## src/rtl/pacman_pkg.sv

```systemverilog
// Shared Pac-Man constants: grid geometry, default maze/power bitmaps, tracker FSM states.
// Map bit index = y*GRID + x; 1 = pellet (or power tile) present.
package pacman_pkg;

  localparam int unsigned COORD_W  = 5;
  localparam int unsigned GRID     = 32;
  localparam int unsigned MAP_BITS = GRID * GRID;

  localparam int unsigned PELLET_POINTS_DEF = 10;
  localparam int unsigned POWER_POINTS_DEF  = 50;

  // Outer ring of rows 0/31 and columns 0/31 is wall; everything else holds a pellet.
  localparam logic [MAP_BITS-1:0] MAZE_PELLETS = {32'h0000_0000, {30{32'h7FFF_FFFE}}, 32'h0000_0000};

  // Power tiles in the four inner corners: (1,1), (30,1), (1,30), (30,30).
  localparam logic [MAP_BITS-1:0] POWER_MAP = (1024'd1 << 33)  | (1024'd1 << 62) |
                                              (1024'd1 << 961) | (1024'd1 << 990);

  typedef enum logic [1:0] {
    INIT  = 2'd0,
    IDLE  = 2'd1,
    CHECK = 2'd2,
    DONE  = 2'd3
  } state_e;

  function automatic logic [GRID-1:0] map_row(input logic [MAP_BITS-1:0] map,
                                               input logic [COORD_W-1:0] row);
    return map[{row, 5'd0} +: GRID];
  endfunction

endpackage

```

## src/rtl/popcount32.sv

```systemverilog
// Combinational population count of a 32-bit word.
module popcount32 (
  input  logic [31:0] row_i,
  output logic [5:0]  count_o
);

  always_comb begin
    count_o = '0;
    for (int unsigned i = 0; i < 32; i++) begin
      count_o = count_o + 6'(row_i[i]);
    end
  end

endmodule

```

## src/rtl/pellet_tracker.sv

```systemverilog
// Pellet bitmap tracker: clears pellets as Pac-Man enters tiles, keeps score and pellet count.
// Optional power pellets enabled by defining PELLET_TRACKER_POWER_EN.
module pellet_tracker
  import pacman_pkg::*;
#(
  parameter int unsigned          SCORE_W       = 16,
  parameter int unsigned          PELLET_POINTS = PELLET_POINTS_DEF,
  parameter int unsigned          POWER_POINTS  = POWER_POINTS_DEF,
  parameter logic [MAP_BITS-1:0]  PELLET_MAP    = MAZE_PELLETS
`ifdef PELLET_TRACKER_POWER_EN
  , parameter logic [MAP_BITS-1:0] POWER_TILE_MAP = pacman_pkg::POWER_MAP
`endif
) (
  input  logic               clk,
  input  logic               reset,
  input  logic               restart,
  input  logic [COORD_W-1:0] curr_x,
  input  logic [COORD_W-1:0] curr_y,
  output logic               eat,
  output logic               power_up,
  output logic [SCORE_W-1:0] score,
  output logic [10:0]        pellets_left,
  output logic               level_clear,
  output logic               busy
);

  localparam int unsigned SUM_W = SCORE_W + 1;

  state_e                 state_q, state_d;
  logic [COORD_W-1:0]     row_cnt_q, row_cnt_d;
  logic                   pos_valid_q, pos_valid_d;
  logic [2*COORD_W-1:0]   last_pos_q, last_pos_d;
  logic [SCORE_W-1:0]     score_q, score_d;
  logic [10:0]            pellets_q, pellets_d;
  logic                   eat_q, eat_d;
  logic                   power_d;

  logic [GRID-1:0]        map_ram [GRID];
  logic                   ram_we;
  logic [COORD_W-1:0]     ram_waddr;
  logic [GRID-1:0]        ram_wdata;

  logic [GRID-1:0]        init_row;
  logic [5:0]             init_pop;
  logic [10:0]            init_total;
  logic [COORD_W-1:0]     last_x, last_y;
  logic [GRID-1:0]        chk_row;
  logic                   hit;
  logic                   is_power;
  logic                   pos_changed;
  logic [SUM_W-1:0]       pts;
  logic [SUM_W-1:0]       score_sum;
  logic [SCORE_W-1:0]     score_sat;

  popcount32 u_popcount (
    .row_i   (init_row),
    .count_o (init_pop)
  );

  assign init_row    = map_row(PELLET_MAP, row_cnt_q);
  assign init_total  = pellets_q + 11'(init_pop);
  assign last_x      = last_pos_q[COORD_W-1:0];
  assign last_y      = last_pos_q[2*COORD_W-1:COORD_W];
  assign chk_row     = map_ram[last_y];
  assign hit         = chk_row[last_x];
  assign pos_changed = !pos_valid_q || ({curr_y, curr_x} != last_pos_q);

`ifdef PELLET_TRACKER_POWER_EN
  logic power_q;
  assign is_power = POWER_TILE_MAP[last_pos_q];
`else
  assign is_power = 1'b0;
`endif

  assign pts       = is_power ? SUM_W'(POWER_POINTS) : SUM_W'(PELLET_POINTS);
  assign score_sum = {1'b0, score_q} + pts;
  assign score_sat = score_sum[SCORE_W] ? '1 : score_sum[SCORE_W-1:0];

  // State register
  always_ff @(posedge clk or negedge reset) begin
    if (!reset) begin
      state_q <= INIT;
    end else begin
      state_q <= state_d;
    end
  end

  // Next-state logic; restart overrides everything, including a CHECK in flight.
  always_comb begin
    state_d = state_q;
    unique case (state_q)
      INIT: begin
        if (row_cnt_q == COORD_W'(GRID - 1)) begin
          state_d = (init_total == '0) ? DONE : IDLE;
        end
      end
      IDLE: begin
        if (pos_changed) state_d = CHECK;
      end
      CHECK: begin
        state_d = (hit && pellets_q == 11'd1) ? DONE : IDLE;
      end
      DONE: state_d = DONE;
    endcase
    if (restart) state_d = INIT;
  end

  // Output logic
  always_comb begin
    busy         = (state_q == INIT);
    level_clear  = (state_q == DONE);
    eat          = eat_q;
    score        = score_q;
    pellets_left = pellets_q;
`ifdef PELLET_TRACKER_POWER_EN
    power_up     = power_q;
`else
    power_up     = 1'b0;
`endif
  end

  // Datapath next-state and map write port
  always_comb begin
    row_cnt_d   = row_cnt_q;
    pos_valid_d = pos_valid_q;
    last_pos_d  = last_pos_q;
    score_d     = score_q;
    pellets_d   = pellets_q;
    eat_d       = 1'b0;
    power_d     = 1'b0;
    ram_we      = 1'b0;
    ram_waddr   = row_cnt_q;
    ram_wdata   = init_row;
    unique case (state_q)
      INIT: begin
        ram_we      = 1'b1;
        row_cnt_d   = row_cnt_q + 1'b1;
        pellets_d   = init_total;
        pos_valid_d = 1'b0;
      end
      IDLE: begin
        if (pos_changed) begin
          last_pos_d  = {curr_y, curr_x};
          pos_valid_d = 1'b1;
        end
      end
      CHECK: begin
        if (hit) begin
          ram_we    = 1'b1;
          ram_waddr = last_y;
          ram_wdata = chk_row & ~(GRID'(1) << last_x);
          score_d   = score_sat;
          pellets_d = pellets_q - 1'b1;
          eat_d     = 1'b1;
          power_d   = is_power;
        end
      end
      DONE: ;
    endcase
    if (restart) begin
      row_cnt_d   = '0;
      pos_valid_d = 1'b0;
      score_d     = score_q;
      pellets_d   = '0;
      eat_d       = 1'b0;
      power_d     = 1'b0;
      ram_we      = 1'b0;
    end
  end

  always_ff @(posedge clk or negedge reset) begin
    if (!reset) begin
      row_cnt_q   <= '0;
      pos_valid_q <= 1'b0;
      last_pos_q  <= '0;
      score_q     <= '0;
      pellets_q   <= '0;
      eat_q       <= 1'b0;
    end else begin
      row_cnt_q   <= row_cnt_d;
      pos_valid_q <= pos_valid_d;
      last_pos_q  <= last_pos_d;
      score_q     <= score_d;
      pellets_q   <= pellets_d;
      eat_q       <= eat_d;
    end
  end

`ifdef PELLET_TRACKER_POWER_EN
  always_ff @(posedge clk or negedge reset) begin
    if (!reset) power_q <= 1'b0;
    else        power_q <= power_d;
  end
`else
  logic unused_power;
  assign unused_power = power_d;
`endif

  // Map storage is not reset; INIT always reloads every row before use.
  always_ff @(posedge clk) begin
    if (ram_we) map_ram[ram_waddr] <= ram_wdata;
  end

endmodule

```

## config.mk

```make
export PLATFORM = sky130hd
export DESIGN_NAME = pellet_tracker
export DESIGN_NICKNAME = d
export VERILOG_FILES = /design/src/rtl/pacman_pkg.sv /design/src/rtl/popcount32.sv /design/src/rtl/pellet_tracker.sv
export SDC_FILE = /design/constraint.sdc
export NUM_CORES = 1
export LEC_CHECK = 0
export BUFFER_PORTS_ARGS = -buffer_cell sky130_fd_sc_hd__buf_2
export CORE_MARGIN = 1.5
export CORE_UTILIZATION = 45
export DETAILED_ROUTE_END_ITERATION = 10
export PLACE_DENSITY_LB_ADDON = 0.15
export SYNTH_ARGS = -nofsm -noshare
export SYNTH_HDL_FRONTEND = slang
export SYNTH_SLANG_ARGS = --single-unit
```

## constraint.sdc

```tcl
create_clock -name clk -period 9.3 [get_ports clk]
set_clock_uncertainty 0.1 [all_clocks]
set_input_delay 0 -clock clk [delete_from_list [all_inputs] [get_ports clk]]
set_output_delay 0 -clock clk [all_outputs]
set_load 0.05 [all_outputs]
```

==> flow_metrics.tcl, run 1 <==
set metrics [dict create \
    outcome "complete, no violations" \
    cts_buffers 108 \
    synth_compound_area_share_pct 5.13 \
    htreeDepth 3 \
    synthTopCellsByCount "1,024 x edfxtp_1, 266 x mux2i_1, 144 x mux4_2, 121 x a22oi_1, 81 x nand2_1" \
    ys.flop_type "edfxtp_1" \
    synth-simple-area-share_pct 3.84 \
    fin_crit_sh_pct 72.0 \
    routedWlPerCell_um 29.3 \
    dp_slack_ns 2.56 \
    fin_crit_ns 6.70 \
    syn_area_um2 43200 \
    post_cts_buffers 0 \
    synth_cell_type_count 65 \
    yosysTopAreaCell "edfxtp_1" \
    clock_latency_ns 0.69 \
    setup_tns_ns 0 \
    cp.arrival_ns 6.89 \
    hp-class "in2reg" \
    grt_pass1_wl_um 162000 \
    vias 22900 \
    power.density_nw_per_um2 321 \
    ys_ff_latch 1070 \
    dp_hpwl_um 62900 \
    avgSynthCellArea_um2 18.3 \
    cts_sinks 1070 \
    synth_nets 2380 \
    worst_setup_path_start_kind "flop" \
    synthCells 2355 \
    finalNetCount 2496 \
    synthMuxAreaShare_pct 14.2 \
    grt_usage_pct 23.0 \
    start_util_pct 45.4 \
    maxSlewViolCount 0 \
    clk_root_buffer_cell "clkbuf_16" \
    cts_tree "done" \
    synth_top_family_by_area "multiplexers" \
    fillers 7685 \
    rsz0062_at_grt "false" \
    final_antenna_net_count 0 \
    die_h_um 313 \
    synth-xor-area-share_pct 0.467 \
    io_buffers 42 \
    vias_per_cell 5.97 \
    die_area_um2 97800 \
    wl_um 112000 \
    multi_input_area_um2 10500 \
    num_antenna_cells 0 \
    synthArstFlopShare_pct 4.30 \
    synth_adder_area_share_pct 0.365 \
    gr-total-overflow 0 \
    gp_congestion 0.856 \
    dr.pass1.iters 5 \
    ys_warn_count 0 \
    clock_path_buffers 3 \
    fmax_mhz 149 \
    hold_violations 0 \
    drive_gt1_share_pct 20.4 \
    seqCellArea_um2 31900 \
    worstSetupPathType "reg2reg" \
    ys_seq_area_share_pct 73.9 \
    synth.area.top_cells "edfxtp_1 71%, mux4_2 7.5%, mux2i_1 6.2%" \
    yosysTopAreaCellShare_pct 71.3 \
    coreArea_um2 95000 \
    drc 0 \
    maxCapViolCount 0 \
    end_kind "flop" \
    antenna_found_initial 1 \
    syn_to_final_growth_pct 12.8 \
    setup_slack_ns 2.60 \
    slew_headroom_pct 7.39 \
    clk_pin_slew_worst_paths_ns 0.06 \
    dr.first_iter.drc_count 2755 \
    worst_pin_slew_ns 1.38 \
    grt_max_degree 93 \
    grt_pass1_vias 22900 \
    synth.most_common_cell "edfxtp_1" \
    cp.required_ns 9.49 \
    die_w_um 313 \
    finalSetupViolations 0 \
    synth_edf_count 1024 \
    ioPinCount 44 \
    crit_fanout 92 \
    dp.cells 3613 \
    ir_drop_uv 276 \
    fin_cells 3829 \
    std_cell_rows 113 \
    power.static_leakage_nw 16.2 \
]
[flip-flops by register name, indices dropped and copies added (netlist names)]
register	flops
row_cnt_q	5
map_ram	1024
last_pos_q	10
state_q	2
pellets_left	11
eat	1
pos_valid_q	1
score	16
[worst max-delay path, cell delays in order (launching register included)]
cell     delay [ns]
dfrtp_4        0.90
buf_12         0.67
mux4_2         0.60
mux4_2         0.50
nand2_1        0.08
o21ai_0        0.17
a211o_1        0.36
o22ai_1        0.21
o22ai_2        0.27
o21ai_4        0.43
buf_4          0.54
mux2i_1        0.35
and2_2         1.02
[what timing repair did]
| action | 4_1_cts | 5_1_grt |
|---|---|---|
| endpoints found under the hold margin | 73 | 0 |
| gates resized for setup | 0 | 0 |
| hold buffers | 13 | 0 |
[per-layer routing]
layer  share of wire, %  vias up  routed length [um]  global-route usage [%]
met5                  0        -                   0                       0
met4                2.6        0                2970                    6.55
met3                6.1      180                6840                    3.59
met2                 48      870               53700                    36.8
met1                 43    12000               48600                    32.9
li1                   -     9805                   -                       -
[cells in the final DEF, fill, tap and decap left out, types with 6 or more instances in the layout]
cell type	n
mux4_2	144
clkinvlp_4	10
nand3_1	52
o22ai_1	48
o21ai_0	51
ha_1	11
a22oi_1	121
mux2_2	16
clkinv_1	20
o31ai_2	6
dfrtp_1	43
xnor2_1	18
o21ai_1	21
a21oi_1	17
or4_1	9
buf_4	85
and2_2	33
o211ai_1	6
buf_2	42
inv_1	19
clkbuf_16	109
nand2b_1	7
or3_1	12
nand4_1	6
bufinv_16	10
edfxtp_1	1024
dlygate4sd3_1	13
or3b_2	7
clkbuf_8	7
clkinv_2	18
clkbuf_1	24
nor3_1	30
mux2i_1	266
nand2_1	81
nand3b_1	9
nor2_1	65
[path summary, 6_finish.rpt]
| kind | cells past startpoint | slack [ns] | to | startpoint |
|---|---|---|---|---|
| min | 3 | 0.09 | last_pos_q[3]$_DFFE_PN0P_ | curr_x[3] |
| min in group asynchronous | 4 | 0.44 | eat$_DFF_PN0_ | reset |
| max reg2reg | 12 | 2.60 | map_ram[9][21]$_DFFE_PP_ | last_pos_q[5]$_DFFE_PN0P_ |
| min reg2reg | 1 | 0.36 | score[0]$_DFFE_PN0P_ | score[0]$_DFFE_PN0P_ |
| max | 12 | 2.60 | map_ram[9][21]$_DFFE_PP_ | last_pos_q[5]$_DFFE_PN0P_ |
| max in group asynchronous | 4 | 8.11 | last_pos_q[6]$_DFFE_PN0P_ | reset |
[where the power goes]
group / internal [mW] / switching (mW)
Clock: 2.49 / 1.83
Sequential: 6.13 / 0.210
Combinational: 1.73 / 3.24
[cells by family (layout without fill, tap and decap cells)]
| kind of cell | count (synthesis) | after routing |
|---|---|---|
| AO/OA/AOI/OAI | 327 | 327 |
| XOR/XNOR | 23 | 23 |
| adder cells (fa/ha/maj) | 12 | 12 |
| buffers and inverters | 158 | 367 |
| flip-flops | 1070 | 1070 |
| multiplexers | 431 | 431 |
| other | 1 | 1 |
| AND/OR/NAND/NOR | 333 | 333 |
[layout make-up]
type / count / area share (%)
timing repair buffer: 143 / 2.13
clock buffer: 140 / 5.99
tap: 1265 / 3.25
sequential: 1070 / 65.6
multi-input combinational: 1127 / 21.7
inverter: 21 / 0.162
clock inverter: 63 / 1.25
[stage by stage]
stage                     hold slack, ns  total power, mW  util (%)  instance area [um2]
after global routing              0.0796             16.2      51.2                48700
after detailed placement          0.0558             11.4      47.4                45000
after CTS                         0.0590             15.7      51.2                48700
after global placement            0.0442             11.3      47.4                45000
final                             0.0889             15.6      51.2                48700
after floorplan                   -0.396             9.79         -                43200
No activity file was read; power rests on OpenSTA's default activity.
==> run 2: changes to the inputs <==
- clock period: 9.3 -> 6 ns (I/O delays scaled with it)
==> run 2 against run 1 <==
Against the previous run: non-clock buffer count rose by 88; sequential power rose by 55%; largest cell class unchanged; flip-flop and latch count did not move; critical endpoint is now map_ram[9][23]$_DFFE_PP_; first-iteration DRC count fell by 6.0%.
==> flow_metrics.tcl, run 2 (same netlist as run 1, synthesis figures left out) <==
set metrics [dict create \
    setup_slack_ns 0.451 \
    comb_power_share_pct 32.7 \
    hold_violations 0 \
    htreeDepth 3 \
    die_h_um 313 \
    cp.arrival_ns 5.80 \
    hp-class "in2reg" \
    grt_pass1_vias 23800 \
    drc 0 \
    end_kind "flop" \
    outcome "complete, no violations" \
    worst_pin_slew_ns 0.900 \
    crit_slowest_cell "dfrtp_4" \
    final_antenna_net_count 0 \
    rsz0062_at_grt "false" \
    coreArea_um2 95000 \
    gr-total-overflow 0 \
    antenna_found_initial 0 \
    std_cell_rows 113 \
    cts_tree "done" \
    crit_path_cell_trace "buf_12, mux4_2, o22ai_1, nor2_1, nand2_1, nor2_1, a311o_1, o22ai_1, o22ai_2, o21ai_4, mux2i_1, and2_2, buf_12" \
    worst-r2r-setup-slack_ns 0.45 \
    dr.pass1.iters 5 \
    gp_congestion 0.851 \
    vias_per_cell 6.01 \
    layout_commonest_cell "edfxtp_1" \
    cp.required_ns 6.25 \
    vias 23500 \
    crit_fanout 45 \
    power_switching_mw 8.24 \
    fin_hold_ws_ns 0.0798 \
    cts_sinks 1070 \
    die_area_um2 97800 \
    slowest_delay_ns 0.84 \
    maxCapViolCount 0 \
    post_cts_buffers 0 \
    clk_root_buffer_cell "clkbuf_16" \
    largest_reg_flops 1024 \
    die_w_um 313 \
    grt_usage_pct 24.2 \
    num_antenna_cells 0 \
    power.static_leakage_nw 16.9 \
    finalSetupViolations 0 \
    regMostFlops "map_ram" \
    clock_latency_ns 0.70 \
    dp_hpwl_um 69000 \
    syn_to_final_growth_pct 16.6 \
    cts_buffers 108 \
    pwr-share-seq_pct 40.1 \
    wl_um 118000 \
    power_frac_clock_pct 27.2 \
    power.density_nw_per_um2 488 \
    p_int_mw 16.3 \
    finalNetCount 2584 \
    dr.first_iter.drc_count 2591 \
    worst_setup_path_start_kind "flop" \
    grt_max_degree 75 \
    ioPinCount 44 \
    start_util_pct 45.4 \
    dp_slack_ns 0.460 \
    fin_crit_ns 5.55 \
    worstSetupPathType "reg2reg" \
    fmax_mhz 180 \
    cts_resized 0 \
    io_buffers 42 \
    fin_crit_sh_pct 92.5 \
    final_cell_mix "1,024 x edfxtp_1, 266 x mux2i_1, 144 x mux4_2, 121 x a22oi_1, 110 x clkbuf_16" \
    clock_path_buffers 3 \
    clk_pin_slew_worst_paths_ns 0.06 \
    ir_drop_uv 295 \
    maxSlewViolCount 0 \
    routedWlPerCell_um 30.1 \
    slew_headroom_pct 39.8 \
    grt_pass1_wl_um 170000 \
    drive_gt1_share_pct 22.9 \
    setup_tns_ns 0 \
    p_sw_share_pct 33.6 \
]
run 2: cell count changes in the layout (fill, tap and decap cells not counted), sizes merged:
cell	delta
buf	+88
clkbuf	-3
clkinvlp	-3
clkinv	-2
bufinv	+1
run 2: final cells by class:
type | count | area, um2
clock inverter | 59 | 596
sequential | 1070 | 31900
inverter | 21 | 78.8
tap | 1265 | 1580
timing repair buffer | 231 | 2740
multi-input combinational | 1127 | 10500
fill | 7506 | 44700
clock buffer | 137 | 2890
run 2: critical path: cells and delay by family, from the launching register on:
| family | cells | cell delay [ns] |
|---|---|---|
| AO/OA/AOI/OAI | 5 | 1.66 |
| buffers and inverters | 2 | 0.69 |
| flip-flops | 1 | 0.84 |
| multiplexers | 2 | 1.04 |
| AND/OR/NAND/NOR | 4 | 0.71 |
run 2: metal layers:
layer	GRT usage [%]	routed length (um)	vias to the layer above
li1	-	-	9986
met1	34.6	51100	12400
met2	38.4	56100	883
met3	3.74	6870	196
met4	7.97	3670	0
met5	0	0	-
run 2: path summary, 6_finish.rpt:
path,startpoint,end,cells after the start
max,last_pos_q[5]$_DFFE_PN0P_,map_ram[9][23]$_DFFE_PP_,13
min,curr_y[4],last_pos_q[9]$_DFFE_PN0P_,3
max reg2reg,last_pos_q[5]$_DFFE_PN0P_,map_ram[9][23]$_DFFE_PP_,13
min reg2reg,score[0]$_DFFE_PN0P_,score[0]$_DFFE_PN0P_,1
max in group asynchronous,reset,last_pos_q[6]$_DFFE_PN0P_,4
min in group asynchronous,reset,score[1]$_DFFE_PN0P_,4
run 2: timing repair:
item / in CTS / in global routing
endpoints found under the setup margin: 0 / 0
hold buffers: 13 / 0
hold endpoints to repair: 74 / 0
run 2: per-stage QoR:
step / utilization (%) / cells / instance area [um2] / power (mW)
CTS: 53.0 / 3910 / 50300 / 24.6
finish: 53.0 / 3910 / 50300 / 24.5
global placement: 49.2 / 3701 / 46700 / 17.9
floorplan: - / 2355 / 43200 / 15.2
detailed placement: 49.2 / 3701 / 46700 / 18.0
global route: 53.0 / 3910 / 50300 / 25.4
run 2: power by group through the flow:
stage	Combinational (mW)	Sequential [mW]	Clock [mW]
final	8.03	9.83	6.68
after CTS	8.03	9.83	6.77
after global routing	8.53	9.87	7.04
after floorplan	5.18	9.99	0
after global placement	7.94	9.98	0
after detailed placement	8.00	9.99	0
==> run 3: changes to the inputs <==
- PLACE_DENSITY_LB_ADDON: 0.15 -> default
- REMOVE_ABC_BUFFERS: default -> 1
==> run 3 against run 2 <==
Against the previous run: via count down 2.1%; non-clock buffer count grew 7; critical path type unchanged; critical endpoint is now map_ram[13][30]$_DFFE_PP_; fmax down 1.3%; power up 1.2%; flip-flop and latch count did not move.
==> flow_metrics.tcl, run 3 (same netlist as run 1, synthesis figures left out) <==
set metrics [dict create \
    outcome "complete, no violations" \
    post_cts_buffers 0 \
    final_antenna_net_count 0 \
    wl_um 107000 \
    dp_slack_ns 0.185 \
    dr.pass1.iters 6 \
    finalSetupViolations 0 \
    drive_gt1_share_pct 22.8 \
    ir_drop_uv 288 \
    gp_congestion 0.975 \
    slew_headroom_pct 28.0 \
    fin_hold_ws_ns 0.0341 \
    fin_crit_sh_pct 93.7 \
    grt_max_degree 54 \
    cts_sinks 1070 \
    layout_commonest_cell "edfxtp_1" \
    cts_tree "done" \
    htreeDepth 3 \
    p_sw_share_pct 34.1 \
    ioPinCount 44 \
    rr_worst_depth 15 \
    cts_buffers 107 \
    grt_pass1_vias 23400 \
    dp_hpwl_um 68300 \
    hold_violations 0 \
    hold_path_depth 3 \
    die_w_um 313 \
    drc 0 \
    vias 23000 \
    hp-class "in2reg" \
    crit_slowest_cell "dfrtp_4" \
    clk_pin_slew_worst_paths_ns 0.06 \
    slowest_delay_ns 0.79 \
    comb_power_share_pct 33.8 \
    cp.required_ns 6.39 \
    io_buffers 42 \
    grt_usage_pct 22.0 \
    hold_buffers 14 \
    clk_root_buffer_cell "clkbuf_16" \
    p_int_mw 16.4 \
    setup_slack_ns 0.377 \
    fin_cells 3913 \
    worstSetupPathType "reg2reg" \
    die_h_um 313 \
    maxSlewViolCount 0 \
    finalNetCount 2590 \
    crit_fanout 30 \
    num_antenna_cells 0 \
    gr-total-overflow 0 \
    grt_pass1_wl_um 158000 \
    fmax_mhz 178 \
    regMostFlops "map_ram" \
    power.static_leakage_nw 16.9 \
    rsz0062_at_grt "false" \
    path_common_cell "buf_12" \
    power.density_nw_per_um2 493 \
    routedWlPerCell_um 27.4 \
    clock_path_buffers 3 \
    setup_tns_ns 0 \
    cp.arrival_ns 6.02 \
    pwr-share-seq_pct 39.7 \
    fin_crit_ns 5.62 \
    worst_pin_slew_ns 1.08 \
    cts_resized 0 \
    end_kind "flop" \
    crit_family "compound AO/OA/AOI/OAI gates" \
    start_util_pct 45.4 \
    coreArea_um2 95000 \
    power_switching_mw 8.45 \
    fillers 7432 \
    syn_to_final_growth_pct 16.6 \
    worst-path-buf-inv 5 \
    worst_setup_path_start_kind "flop" \
    std_cell_rows 113 \
    largest_reg_flops 1024 \
    antenna_found_initial 0 \
    cp.depth 15 \
    final_cell_mix "1,024 x edfxtp_1, 266 x mux2i_1, 144 x mux4_2, 121 x a22oi_1, 108 x clkbuf_16" \
    power_frac_clock_pct 26.5 \
    clock_latency_ns 0.69 \
    die_area_um2 97800 \
    maxCapViolCount 0 \
    dr.first_iter.drc_count 2533 \
    crit_path_cell_trace "buf_12, buf_12, buf_12, mux2i_1, a22oi_1, nand3_1, o21ai_0, nor2_1, a211oi_1, o22ai_1, o22ai_2, o21ai_4, buf_4, o31ai_2, buf_4" \
    vias_per_cell 5.88 \
    dp.cells 3707 \
]
-- run 3: per-stage QoR --
| stage | area (um2) | power, mW | utilization [%] |
|---|---|---|---|
| 2_1_floorplan | 42400 | 14.9 | - |
| 3_3_place_gp | 46700 | 18.2 | 49.2 |
| 3_5_place_dp | 46700 | 18.4 | 49.2 |
| 4_1_cts | 50300 | 24.9 | 53.0 |
| 5_1_grt | 50300 | 25.8 | 53.0 |
| 6_report | 50300 | 24.8 | 53.0 |
-- run 3: final timing paths --
check                      slack [ns]                       from                   endpoint
max                              0.38  last_pos_q[5]$_DFFE_PN0P_  map_ram[13][30]$_DFFE_PP_
min                              0.03                  curr_x[0]  last_pos_q[0]$_DFFE_PN0P_
max reg2reg                      0.38  last_pos_q[5]$_DFFE_PN0P_  map_ram[13][30]$_DFFE_PP_
min reg2reg                      0.36       score[0]$_DFFE_PN0P_       score[0]$_DFFE_PN0P_
max in group asynchronous        4.88                      reset  last_pos_q[5]$_DFFE_PN0P_
min in group asynchronous        0.38                      reset              eat$_DFF_PN0_
-- run 3: tightest hold or removal path, delay by kind of cell --
kind | cells | cell delay [ns]
buffers and inverters | 2 | 0.64
muxes | 1 | 0.14
-- run 3: area by class of cell --
type / instances / area, um2 / share of cell area [%]
clock inverter: 59 / 641 / 1.27
tap: 1265 / 1580 / 3.14
clock buffer: 133 / 2800 / 5.56
inverter: 21 / 78.8 / 0.157
multi-input combinational: 1127 / 10500 / 20.9
timing repair buffer: 238 / 2790 / 5.55
sequential: 1070 / 31900 / 63.4
-- run 3: layer usage --
layer / routed length [um] / GRT usage [%] / part of all wire [%]
met3: 6850 / 3.93 / 6.4
met2: 52300 / 35.8 / 49
met5: 0 / 0 / 0
met4: 2830 / 5.81 / 2.6
met1: 45100 / 30.7 / 42
-- run 3: power by group through the flow --
stage	Clock, mW	Combinational, mW	Sequential [mW]
2_1_floorplan	0	4.47	10.5
3_3_place_gp	0	8.24	10.0
3_5_place_dp	0	8.36	10.0
4_1_cts	6.70	8.38	9.86
5_1_grt	6.99	8.87	9.90
6_report	6.58	8.38	9.87
